[src/rtl/pipe_hazard_ctrl.sv]
// -----------------------------------------------------------------------------
// pipe_hazard_ctrl
//
// Pipeline sequencer for the uPower 5-stage datapath. It decides, each cycle,
// whether the front end advances, whether the IF/ID register is flushed,
// whether a NOP bubble is pushed into ID/EX, and whether the back half of the
// pipeline is frozen while a slow data-memory access completes.
//
// Priority (highest first):
//   1. memory stall / error hold  -> freeze everything
//   2. taken branch in EX         -> flush IF/ID, bubble ID/EX, keep fetching
//   3. load-use hazard            -> hold PC and IF/ID, bubble ID/EX
//   4. normal advance
//
// Ports:
//   clk, reset_n                  clock, asynchronous active-low reset
//   id_rs, id_rt                  source register fields of the ID instruction
//   ex_mem_read, ex_rd            load-in-EX flag and its destination register
//   ex_branch_taken               branch in EX resolved taken
//   mem_req, mem_ready            data-memory access in MEM and its completion
//   pc_write, ifid_write          PC / IF/ID load enables
//   ifid_flush, idex_bubble       IF/ID clear, ID/EX NOP insert
//   pipe_hold                     freeze ID/EX, EX/MEM and MEM/WB
//   mem_err                       sticky memory-timeout flag
//   state_o                       current FSM state for debug
//
// Optional build macro PIPE_HAZARD_STATS_EN adds three 16-bit saturating
// counters: stall_cnt, bubble_cnt, flush_cnt.
// -----------------------------------------------------------------------------
module pipe_hazard_ctrl #(
    parameter int REG_W   = 5,
    parameter int TIMEOUT = 16,
    parameter int CNT_W   = 8
) (
    input  logic             clk,
    input  logic             reset_n,
    input  logic [REG_W-1:0] id_rs,
    input  logic [REG_W-1:0] id_rt,
    input  logic             ex_mem_read,
    input  logic [REG_W-1:0] ex_rd,
    input  logic             ex_branch_taken,
    input  logic             mem_req,
    input  logic             mem_ready,
    output logic             pc_write,
    output logic             ifid_write,
    output logic             ifid_flush,
    output logic             idex_bubble,
    output logic             pipe_hold,
    output logic             mem_err,
    output logic [1:0]       state_o
`ifdef PIPE_HAZARD_STATS_EN
    ,
    output logic [15:0]      stall_cnt,
    output logic [15:0]      bubble_cnt,
    output logic [15:0]      flush_cnt
`endif
);

    typedef enum logic [1:0] {
        RUN      = 2'b00,
        MEM_WAIT = 2'b01,
        ERR      = 2'b10
    } state_e;

    state_e           state_q, state_d;
    logic [CNT_W-1:0] wait_cnt_q, wait_cnt_d;
    logic             mem_err_q, mem_err_d;

    logic load_use;
    logic mem_stall;
    logic load_use_cyc;

    // A load in EX whose destination feeds either ID source is a hazard;
    // register 0 is hardwired to zero and can never create one.
    assign load_use = ex_mem_read && (ex_rd != '0) &&
                      ((ex_rd == id_rs) || (ex_rd == id_rt));

    // The memory stall covers the first cycle of a slow access (still in RUN)
    // as well as every not-ready cycle spent in MEM_WAIT.
    assign mem_stall = ((state_q == RUN) && mem_req && !mem_ready) ||
                       ((state_q == MEM_WAIT) && !mem_ready);

    // Next-state logic for the wait FSM. The counter holds the number of
    // cycles already spent in MEM_WAIT, so reaching TIMEOUT while still not
    // ready means the access has overrun and we park in ERR until reset.
    always_comb begin
        state_d    = state_q;
        wait_cnt_d = wait_cnt_q;
        mem_err_d  = mem_err_q;
        case (state_q)
            RUN: begin
                if (mem_req && !mem_ready) begin
                    state_d    = MEM_WAIT;
                    wait_cnt_d = CNT_W'(1);
                end
            end
            MEM_WAIT: begin
                if (mem_ready) begin
                    state_d    = RUN;
                    wait_cnt_d = '0;
                end else if (wait_cnt_q == CNT_W'(TIMEOUT)) begin
                    state_d   = ERR;
                    mem_err_d = 1'b1;
                end else begin
                    wait_cnt_d = wait_cnt_q + CNT_W'(1);
                end
            end
            ERR: begin
                mem_err_d = 1'b1;
            end
            default: begin
                state_d    = RUN;
                wait_cnt_d = '0;
            end
        endcase
    end

    // State, wait counter and sticky error flag; reset abandons any
    // outstanding access and returns straight to RUN.
    always_ff @(posedge clk or negedge reset_n) begin
        if (!reset_n) begin
            state_q    <= RUN;
            wait_cnt_q <= '0;
            mem_err_q  <= 1'b0;
        end else begin
            state_q    <= state_d;
            wait_cnt_q <= wait_cnt_d;
            mem_err_q  <= mem_err_d;
        end
    end

    // Pipeline control outputs are combinational from the current state and
    // inputs. The cycle in which MEM_WAIT sees mem_ready is a plain advance:
    // branch and load-use are only re-evaluated once the FSM is back in RUN.
    always_comb begin
        pc_write    = 1'b0;
        ifid_write  = 1'b0;
        ifid_flush  = 1'b0;
        idex_bubble = 1'b0;
        pipe_hold   = 1'b0;
        if (!reset_n) begin
            pipe_hold = 1'b0;
        end else if (state_q == ERR) begin
            pipe_hold = 1'b1;
        end else if (mem_stall) begin
            pipe_hold = 1'b1;
        end else if (state_q == MEM_WAIT) begin
            pc_write   = 1'b1;
            ifid_write = 1'b1;
        end else if (ex_branch_taken) begin
            pc_write    = 1'b1;
            ifid_write  = 1'b1;
            ifid_flush  = 1'b1;
            idex_bubble = 1'b1;
        end else if (load_use) begin
            idex_bubble = 1'b1;
        end else begin
            pc_write   = 1'b1;
            ifid_write = 1'b1;
        end
    end

    assign state_o      = reset_n ? state_q : RUN;
    assign mem_err      = mem_err_q;
    assign load_use_cyc = idex_bubble && !ifid_flush;

`ifdef PIPE_HAZARD_STATS_EN
    logic [15:0] stall_cnt_q, bubble_cnt_q, flush_cnt_q;

    // Event counters for performance debug; each saturates instead of
    // wrapping so a long run never reports a misleadingly small number.
    always_ff @(posedge clk or negedge reset_n) begin
        if (!reset_n) begin
            stall_cnt_q  <= '0;
            bubble_cnt_q <= '0;
            flush_cnt_q  <= '0;
        end else begin
            if (pipe_hold && (stall_cnt_q != 16'hFFFF)) begin
                stall_cnt_q <= stall_cnt_q + 16'd1;
            end
            if (load_use_cyc && (bubble_cnt_q != 16'hFFFF)) begin
                bubble_cnt_q <= bubble_cnt_q + 16'd1;
            end
            if (ifid_flush && (flush_cnt_q != 16'hFFFF)) begin
                flush_cnt_q <= flush_cnt_q + 16'd1;
            end
        end
    end

    assign stall_cnt  = stall_cnt_q;
    assign bubble_cnt = bubble_cnt_q;
    assign flush_cnt  = flush_cnt_q;
`endif

endmodule

[config.mk]
export PLATFORM = sky130hd
export DESIGN_NAME = pipe_hazard_ctrl
export DESIGN_NICKNAME = d
export VERILOG_FILES = /design/src/rtl/pipe_hazard_ctrl.sv
export SDC_FILE = /design/constraint.sdc
export NUM_CORES = 1
export LEC_CHECK = 0
export CORE_ASPECT_RATIO = 0.8
export CORE_UTILIZATION = 46
export CTS_BUF_LIST = sky130_fd_sc_hd__clkbuf_8
export CTS_CLUSTER_SIZE = 12
export DETAILED_ROUTE_END_ITERATION = 16
export PLACE_DENSITY = 0.92
export SLEW_MARGIN = 15
export SYNTH_ARGS = -nofsm -noshare
export SYNTH_HDL_FRONTEND = slang
export SYNTH_SLANG_ARGS = --single-unit
[constraint.sdc]
create_clock -name clk -period 1.8 [get_ports clk]
set_input_delay 0.27 -clock clk [delete_from_list [all_inputs] [get_ports clk]]
set_output_delay 0.27 -clock clk [all_outputs]
set_load 0.01 [all_outputs]
; Yosys cells after proc, flatten, opt, wreduce, memory -nomap -nowiden
; Cells that the tools add are included.
[totals]
reg_bits = 11
latchBits = 0
ram_bits = 0
rom_bits = 0
input_bits = 21
output_inout_bits = 8
word_cells = 62
n_memories = 0
[op_classes]
add_sub_neg = 1
n_mul = 0
div = 0
order_cmp = 0
eq_ne = 10
n_shift = 0
mux = 32
n_bitwise = 1
reduce_logical = 15
[ops]
columns = cell, count
row1 = 8-bit two-way mux, 3
row2 = 8-bit case mux with 3 select lines, 1
row3 = 1-bit two-way mux, 22
row4 = 5-bit == test, 2
row5 = 3-bit AND reduction, 3
row6 = 8-bit by 1-bit adder with 8-bit output (second input constant), 1
row7 = 8-bit by 5-bit == test with 1-bit output (second input constant), 1
row8 = 2-bit two-way mux, 4
row9 = 1-bit logical AND, 6
row10 = 2-bit case mux with 3 select lines, 1
row11 = 5-bit nonzero test, 1
row12 = 2-bit by 1-bit != test with 1-bit output (second input constant), 2
row13 = 3-bit by 2-bit != test with 1-bit output (second input constant), 1
row14 = 3-bit != test (second input constant), 1
row15 = 2-bit by 1-bit == test with 1-bit output (second input constant), 1
row16 = 2-bit == test (second input constant), 1
row17 = 2-bit zero test, 1
row18 = 1-bit logical OR, 2
row19 = 2-bit != test (second input constant), 1
row20 = 1-bit case mux with 2 select lines, 1
row21 = 2-bit nonzero test, 1
row22 = 1-bit zero test, 1
row23 = 1-bit NOT, 1

; Longest topological paths before layout
; Gate-level depths: netlist of the first run.
[logic_depth]
ltp_word = 9
depth_mapped = 6
ltp_nobuf = 6

; Worst setup path before layout of the first run
; Ideal clock, no wire load.
[synth_timing]
path_kind = flip-flop to output port
start = register state_q[1]
end = output idex_bubble
arrival_time_ns = 1.330
t_required_ns = 1.530
setup_slack_ns = 0.200
stages_incl_launch_ff = 5
path_buffers = 0
cell_sequence = dfrtp_1 or2b_1 o211a_1 or3b_1 o21bai_1
[synth_via]
elab_chain_len = 7
word_cells_on_any_way = 11
cone_classes = 2 x eq/ne / 4 x mux / 5 x reduce/logical
[synth_rtl]
columns = element, line_no
row1 = start: declaration, 65  ; state_e state_q, state_d;
row2 = start signal: assignment, 126  ; state_q <= state_d;
row3 = 2-bit zero test, 80  ; assign mem_stall = ((state_q == RUN) && mem_req && !mem_ready) ||
row4 = 1-bit logical AND (2 in a row), 80
row5 = 1-bit logical OR, 80
row6 = 1-bit two-way mux, 145  ; end else if (mem_stall) begin
row7 = 1-bit two-way mux *, 143  ; end else if (state_q == ERR) begin
row8 = 1-bit two-way mux *, 141  ; if (!reset_n) begin
row9 = end: declaration, 47  ; output logic idex_bubble,
; Mark *: on every way between the ends. The rest lies on a longest branch, timed or not.

; Worst setup path after layout of the first run
[layout_timing]
start = input mem_req
end = output idex_bubble
[layout_via]
elab_chain_len = 6
[layout_rtl]
columns = element, line_no
row1 = start: declaration, 42  ; input logic mem_req,
row2 = 1-bit logical AND (2 in a row), 80
row3 = 1-bit logical OR, 80
row4 = 1-bit two-way mux, 145
row5 = 1-bit two-way mux, 143
row6 = 1-bit two-way mux, 141
; No other way between the ends.

==> results of run 1 <==
-- report_power, final --
group          leakage, nW  switching [mW]  internal [mW]
Clock               0.0255           0.101          0.153
Sequential           0.142          0.0238          0.262
Combinational        0.526           0.137          0.141
Total                0.694           0.262          0.556
-- through the flow --
stage / total power [mW] / cell area (um^2) / utilization, %
after floorplan: 0.383 / 843 / -
after global placement: 0.500 / 1270 / 75.6
after CTS: 0.773 / 1380 / 82.1
final: 0.818 / 1420 / 84.5
after detailed placement: 0.515 / 1270 / 75.6
after global routing: 0.845 / 1420 / 84.5
-- logic make-up after synthesis --
family,after synthesis,share of synthesized area (%)
compound gates,17,16.5
xor+xnor,14,14.5
fa+ha+maj,2,2.97
buf+inv,4,2.37
flops,11,32.6
mux,2,2.97
simple gates,38,28.0
-- synthesized netlist by cell type (all sizes together) (2+ instances only) --
| library cell | number |
|---|---|
| o21ai | 3 |
| nor3 | 2 |
| nor3b | 2 |
| or2 | 2 |
| nand2b | 2 |
| ha | 2 |
| and3 | 4 |
| and4 | 2 |
| buf | 2 |
| nor2 | 9 |
| and2 | 3 |
| xor2 | 14 |
| a21oi | 3 |
| o211ai | 3 |
| dfrtp | 11 |
| nand3 | 2 |
| inv | 2 |
| nand2 | 3 |
-- registers in the layout (all words and copies together) (netlist names) --
signal / flops
mem_err: 1
state_q: 2
wait_cnt_q: 8
-- cell type report --
type                            instances  share of cell area (%)
Tap cell                               22                    1.94
Inverter                                2                   0.530
Sequential cell                        11                    19.4
Clock inverter                          1                   0.353
Clock buffer                            3                    2.92
Multi-Input combinational cell         73                    42.4
Timing Repair Buffer                   54                    32.4
-- timing repair --
| action | in CTS | in global routing |
|---|---|---|
| gates resized for setup | 54 | 8 |
| pin swaps | 12 | 1 |
| setup endpoints to repair | 7 | 7 |
| setup buffers | 7 | 3 |
-- how the worst min path moves through the flow --
stage,from,endpoint,slack [ns],cells after the start
4_1_cts,reset_n,wait_cnt_q[1],0.22,3
6_report,reset_n,wait_cnt_q[1],0.23,3
5_1_grt,reset_n,wait_cnt_q[0],0.24,3
3_3_place_gp,mem_err,mem_err,0.45,1
3_5_place_dp,mem_err,mem_err,0.46,1
2_1_floorplan,reset_n,mem_err,-0.03,0
-- tightest hold or removal path, stage by stage --
cell           delay, ns
dlygate4sd2_1       0.27
buf_6               0.14
buf_4               0.11
-- metal layers --
layer | wire [um] | part of all wire [%] | track usage (%)
met4 | 295 | 7.7 | 17.9
met3 | 404 | 10 | 7.95
met2 | 1790 | 47 | 64.2
met5 | 0 | 0 | 0
met1 | 1360 | 35 | 39.7
==> flow_summary.yaml, run 1 <==
layout:
  fillers: 92
  final_cell_mix: "18 x dlygate4sd2_1, 18 x buf_4, 14 x xor2_1"
  insertedDiodeCount: 0
  instances_no_fill: 166
  drive_gt1_share_pct: 36.1
  ff_latch_area_um2: 275
  multi_input_area_um2: 601
  nets: 168
  area.growth.synth_to_final_pct: 68.0
status:
  violations: "negative setup slack"
  status: "complete, but fails checks"
grt:
  antenna_found_initial: 0
  grt_pass1_vias: 908
  grt_max_degree: 10
  grt-ovfl-total: 0
  grt_pass1_wl_mm: 4.64
  groute.usage.overall_pct: 34.9
power:
  cellLeakagePower_nw: 0.694
  ir_drop_mv: 0.558
  power.density_mw_per_mm2: 578
logic_synthesis:
  synth_top_cell_by_area: "dfrtp_1"
  async_flop_share_pct: 100
  ys.warnings.count: 0
  postSynthCellCount: 88
  yosys-top-cells-area: "dfrtp_1 33%, xor2_1 15%, nor2_1 4.0%, and3_1 3.0%, ha_1 3.0%"
  synth_top_area_share_pct: 32.6
  ys_ff_latch: 11
  syn_avg_cell_area_um2: 9.58
  synth_ff_type: "dfrtp_1"
  synth_edf_count: 0
  seq_area_frac_synth_pct: 32.6
  synth_nets: 111
  syn_area_um2: 843
  synth.distinct_cells: 40
timing:
  worst_slack_ns: -0.280
  finalCriticalPeriod_ns: 2.08
  period_share_pct: 116
  tightest_slew_ns: 0.453
  slew_headroom_pct: 69.5
  hold_viol: 0
  fin_hold_ws_ns: 0.228
  grt_setup_unrepaired: "yes"
  slew_viol_final: 0
  max_freq_mhz: 481
  fin_tns_setup_ns: -0.736
  skew_ns: 0.000938
  finalSetupViolCount: 7
critical_path:
  r2r_end: "wait_cnt_q[4]"
  crit_arrival_ns: 1.81
  worstSetupEndpoint: "idex_bubble"
  crit_path_end_kind: "output port"
  cp.buffers_inverters: 2
  critPathSlowestCell: "clkdlybuf4s50_1"
  r2r_start: "state_q[1]"
  cpPeakStageDelay_ns: 0.45
  worst-setup-path-type: "primary input to output port"
  crit_chain: "clkdlybuf4s50_1 -> nor2_1 -> o211a_1 -> or3b_1 -> o21bai_1 -> buf_2"
  reg2reg_depth: 7
  crit_cells: 6
  crit_fanout: 3
  r2r_slack_ns: -0.03
  worst_setup_path_start_kind: "primary input"
  crit_required_ns: 1.53
  cp-startpoint: "mem_req"
  cp_top_family: "buffers and inverters"
worst_hold_path:
  hp-class: "primary input to async pin"
drt:
  drc: 0
  routed_wl_mm: 3.85
  drt_iter0_markers: 76
  postRouteAntennaNets: 0
  vias: 1037
  wire_per_inst_um: 23.2
  first_pass_iters: 5
  via_per_inst: 6.25
floorplanning:
  die_x_um: 49.9
  core_region_area_mm2: 0.00168
  initial_utilization_pct: 50.3
  dieHeight_um: 40.3
  die_area_mm2: 0.00201
  ios: 29
  core.rowCount: 13
placement:
  globalplace.congestion: 0.863
  dp_slack_ns: -0.727
  dpl.cell_count: 153
  dp_hpwl_mm: 2.11
  io_buffers: 28
cts:
  worstSkewPairLatency_ns: 0.24
  cts_buffer_depth: 2
  clkTransAtPathRegs_ns: 0.05
  cts_tree: "yes"
  cts_sinks: 11
  cts_hold_buffers: 0
  htreeDepth: 1
  cts_made_buffers: 3
  cts_root_buf: "clkbuf_8"
flow_run:
  cap_violations: 0
(Power assumes the default switching activity.)
==> run 2: changes to the inputs <==
--- a/config.mk
+++ b/config.mk
@@ -5,10 +5,8 @@
 export SDC_FILE = /design/constraint.sdc
 export NUM_CORES = 1
 export LEC_CHECK = 0
-export CORE_ASPECT_RATIO = 0.8
 export CORE_UTILIZATION = 46
 export CTS_BUF_LIST = sky130_fd_sc_hd__clkbuf_8
-export CTS_CLUSTER_SIZE = 12
 export DETAILED_ROUTE_END_ITERATION = 16
 export PLACE_DENSITY = 0.92
 export SLEW_MARGIN = 15
==> flow_summary.yaml, run 2 (synthesis gave the netlist of run 1 again) <==
floorplanning:
  ios: 29
  die_area_mm2: 0.00201
  initial_utilization_pct: 48.8
  core.rowCount: 15
  die_x_um: 44.8
  core_region_area_mm2: 0.00173
  dieHeight_um: 44.8
timing:
  fin_hold_ws_ns: 0.403
  finalSetupViolCount: 3
  tightest_slew_ns: 0.291
  worst_slack_ns: -0.103
  period_share_pct: 106
  max_freq_mhz: 525
  skew_ns: 0.00432
  hold_viol: 0
  grt_setup_unrepaired: "yes"
  slew_headroom_pct: 80.6
  finalCriticalPeriod_ns: 1.90
  fin_tns_setup_ns: -0.134
  slew_viol_final: 0
drt:
  first_pass_iters: 4
  routed_wl_mm: 2.73
  postRouteAntennaNets: 0
  via_per_inst: 5.51
  drt_iter0_markers: 50
  wire_per_inst_um: 16.7
  vias: 904
  drc: 0
grt:
  grt-ovfl-total: 0
  grt_pass1_vias: 871
  grt_max_degree: 11
  grt_pass1_wl_mm: 3.83
  groute.usage.overall_pct: 27.0
  antenna_found_initial: 0
status:
  status: "complete, but fails checks"
  violations: "negative setup slack"
critical_path:
  crit_path_end_kind: "output port"
  critPathSlowestCell: "dfrtp_2"
  worst_setup_path_start_kind: "register"
  cp_top_family: "simple AND/OR/NAND/NOR gates"
  cp.buffers_inverters: 1
  crit_arrival_ns: 1.63
  cpPeakStageDelay_ns: 0.44
  crit_fanout: 5
  crit_chain: "nor2_2 -> o211a_4 -> or3b_1 -> o21bai_1 -> buf_2"
  worst-setup-path-type: "register to output port"
  crit_required_ns: 1.53
power:
  ir_drop_mv: 0.577
  power.density_mw_per_mm2: 560
  cellLeakagePower_nw: 0.669
  fin_total_pwr_uw: 772
cts:
  cts_made_buffers: 3
  cts_buffer_depth: 2
  worstSkewPairLatency_ns: 0.24
  cts_sinks: 11
  cts_root_buf: "clkbuf_8"
  cts_hold_buffers: 0
  cts_tree: "yes"
  htreeDepth: 1
  clkTransAtPathRegs_ns: 0.05
layout:
  final_cell_mix: "16 x buf_4, 14 x xor2_1, 13 x dlygate4sd2_1"
  top_register: "wait_cnt_q"
  insertedDiodeCount: 0
  largest_reg_flops: 8
  drive_gt1_share_pct: 36.7
  fin_area_mm2: 0.00138
  final_common_cell: "buf_4"
  area.growth.synth_to_final_pct: 63.5
  nets: 163
placement:
  placed_area_mm2: 0.00125
  globalplace.congestion: 0.802
  dp_hpwl_mm: 1.95
  io_buffers: 28
worst_hold_path:
  hp-class: "primary input to async pin"
flow_run:
  cap_violations: 0
-- run 2: cell types whose count changed in the layout (fill, tap and decap cells not counted), moves of 2 or more --
cell            delta
dlygate4sd2_1      -5
dlymetal6s2s_1     +2
buf_6              -3
clkbuf_2           +2
buf_4              -2
-- run 2: metrics by stage --
stage	instances	util [%]	setup WS [ns]
2_1_floorplan	88	-	0.200
3_3_place_gp	153	72.2	-0.617
3_5_place_dp	153	72.2	-0.729
4_1_cts	160	76.2	-0.0956
5_1_grt	164	79.9	-0.183
6_report	164	79.9	-0.103
-- run 2: cell type report --
type,instances,area [um^2]
Clock buffer,3,41.3
Clock inverter,1,5.00
Fill cell,112,348
Inverter,2,7.51
Multi-Input combinational cell,73,606
Sequential cell,11,277
Tap cell,25,31.3
Timing Repair Buffer,49,412
-- run 2: timing repair --
action / in CTS / in global routing
gates cloned: 0 / 0
setup endpoints to repair: 7 / 5
setup buffers: 3 / 4
pin swaps: 9 / 11
gates resized for setup: 48 / 19
endpoints found under the hold margin: 0 / 0
-- run 2: worst paths after layout --
check | depth (start not counted) | startpoint | end | slack [ns]
min reg2reg | 1 | mem_err | mem_err | 0.48
max reg2reg | 6 | wait_cnt_q[0] | wait_cnt_q[0] | 0.13
max in group asynchronous | 3 | reset_n | state_q[0] | 1.14
min | 2 | reset_n | state_q[1] | 0.40
min in group clk | 1 | mem_err | mem_err | 0.48
max | 5 | state_q[0] | idex_bubble | -0.10
-- run 2: metal layers --
layer | share of wire (%) | global-route usage (%) | up-vias
met5 | 0 | 0 | -
met4 | 1.5 | 12.7 | 0
met3 | 5.3 | 4.80 | 4
met2 | 54 | 47.6 | 37
met1 | 39 | 31.7 | 442
li1 | - | - | 421
-- run 2: where the power goes --
group | total, mW | switching (mW) | internal [mW]
clock | 0.248 | 0.0959 | 0.152
combinational | 0.239 | 0.113 | 0.126
sequential | 0.285 | 0.0224 | 0.263
total | 0.772 | 0.231 | 0.541
==> run 3: changes to the inputs <==
--- a/config.mk
+++ b/config.mk
@@ -7,6 +7,7 @@
 export LEC_CHECK = 0
 export CORE_UTILIZATION = 46
 export CTS_BUF_LIST = sky130_fd_sc_hd__clkbuf_8
+export CTS_CLUSTER_SIZE = 40
 export DETAILED_ROUTE_END_ITERATION = 16
 export PLACE_DENSITY = 0.92
 export SLEW_MARGIN = 15
==> results of run 3 <==
No change in the layout: final DEF, timing and power equal those of run 2.
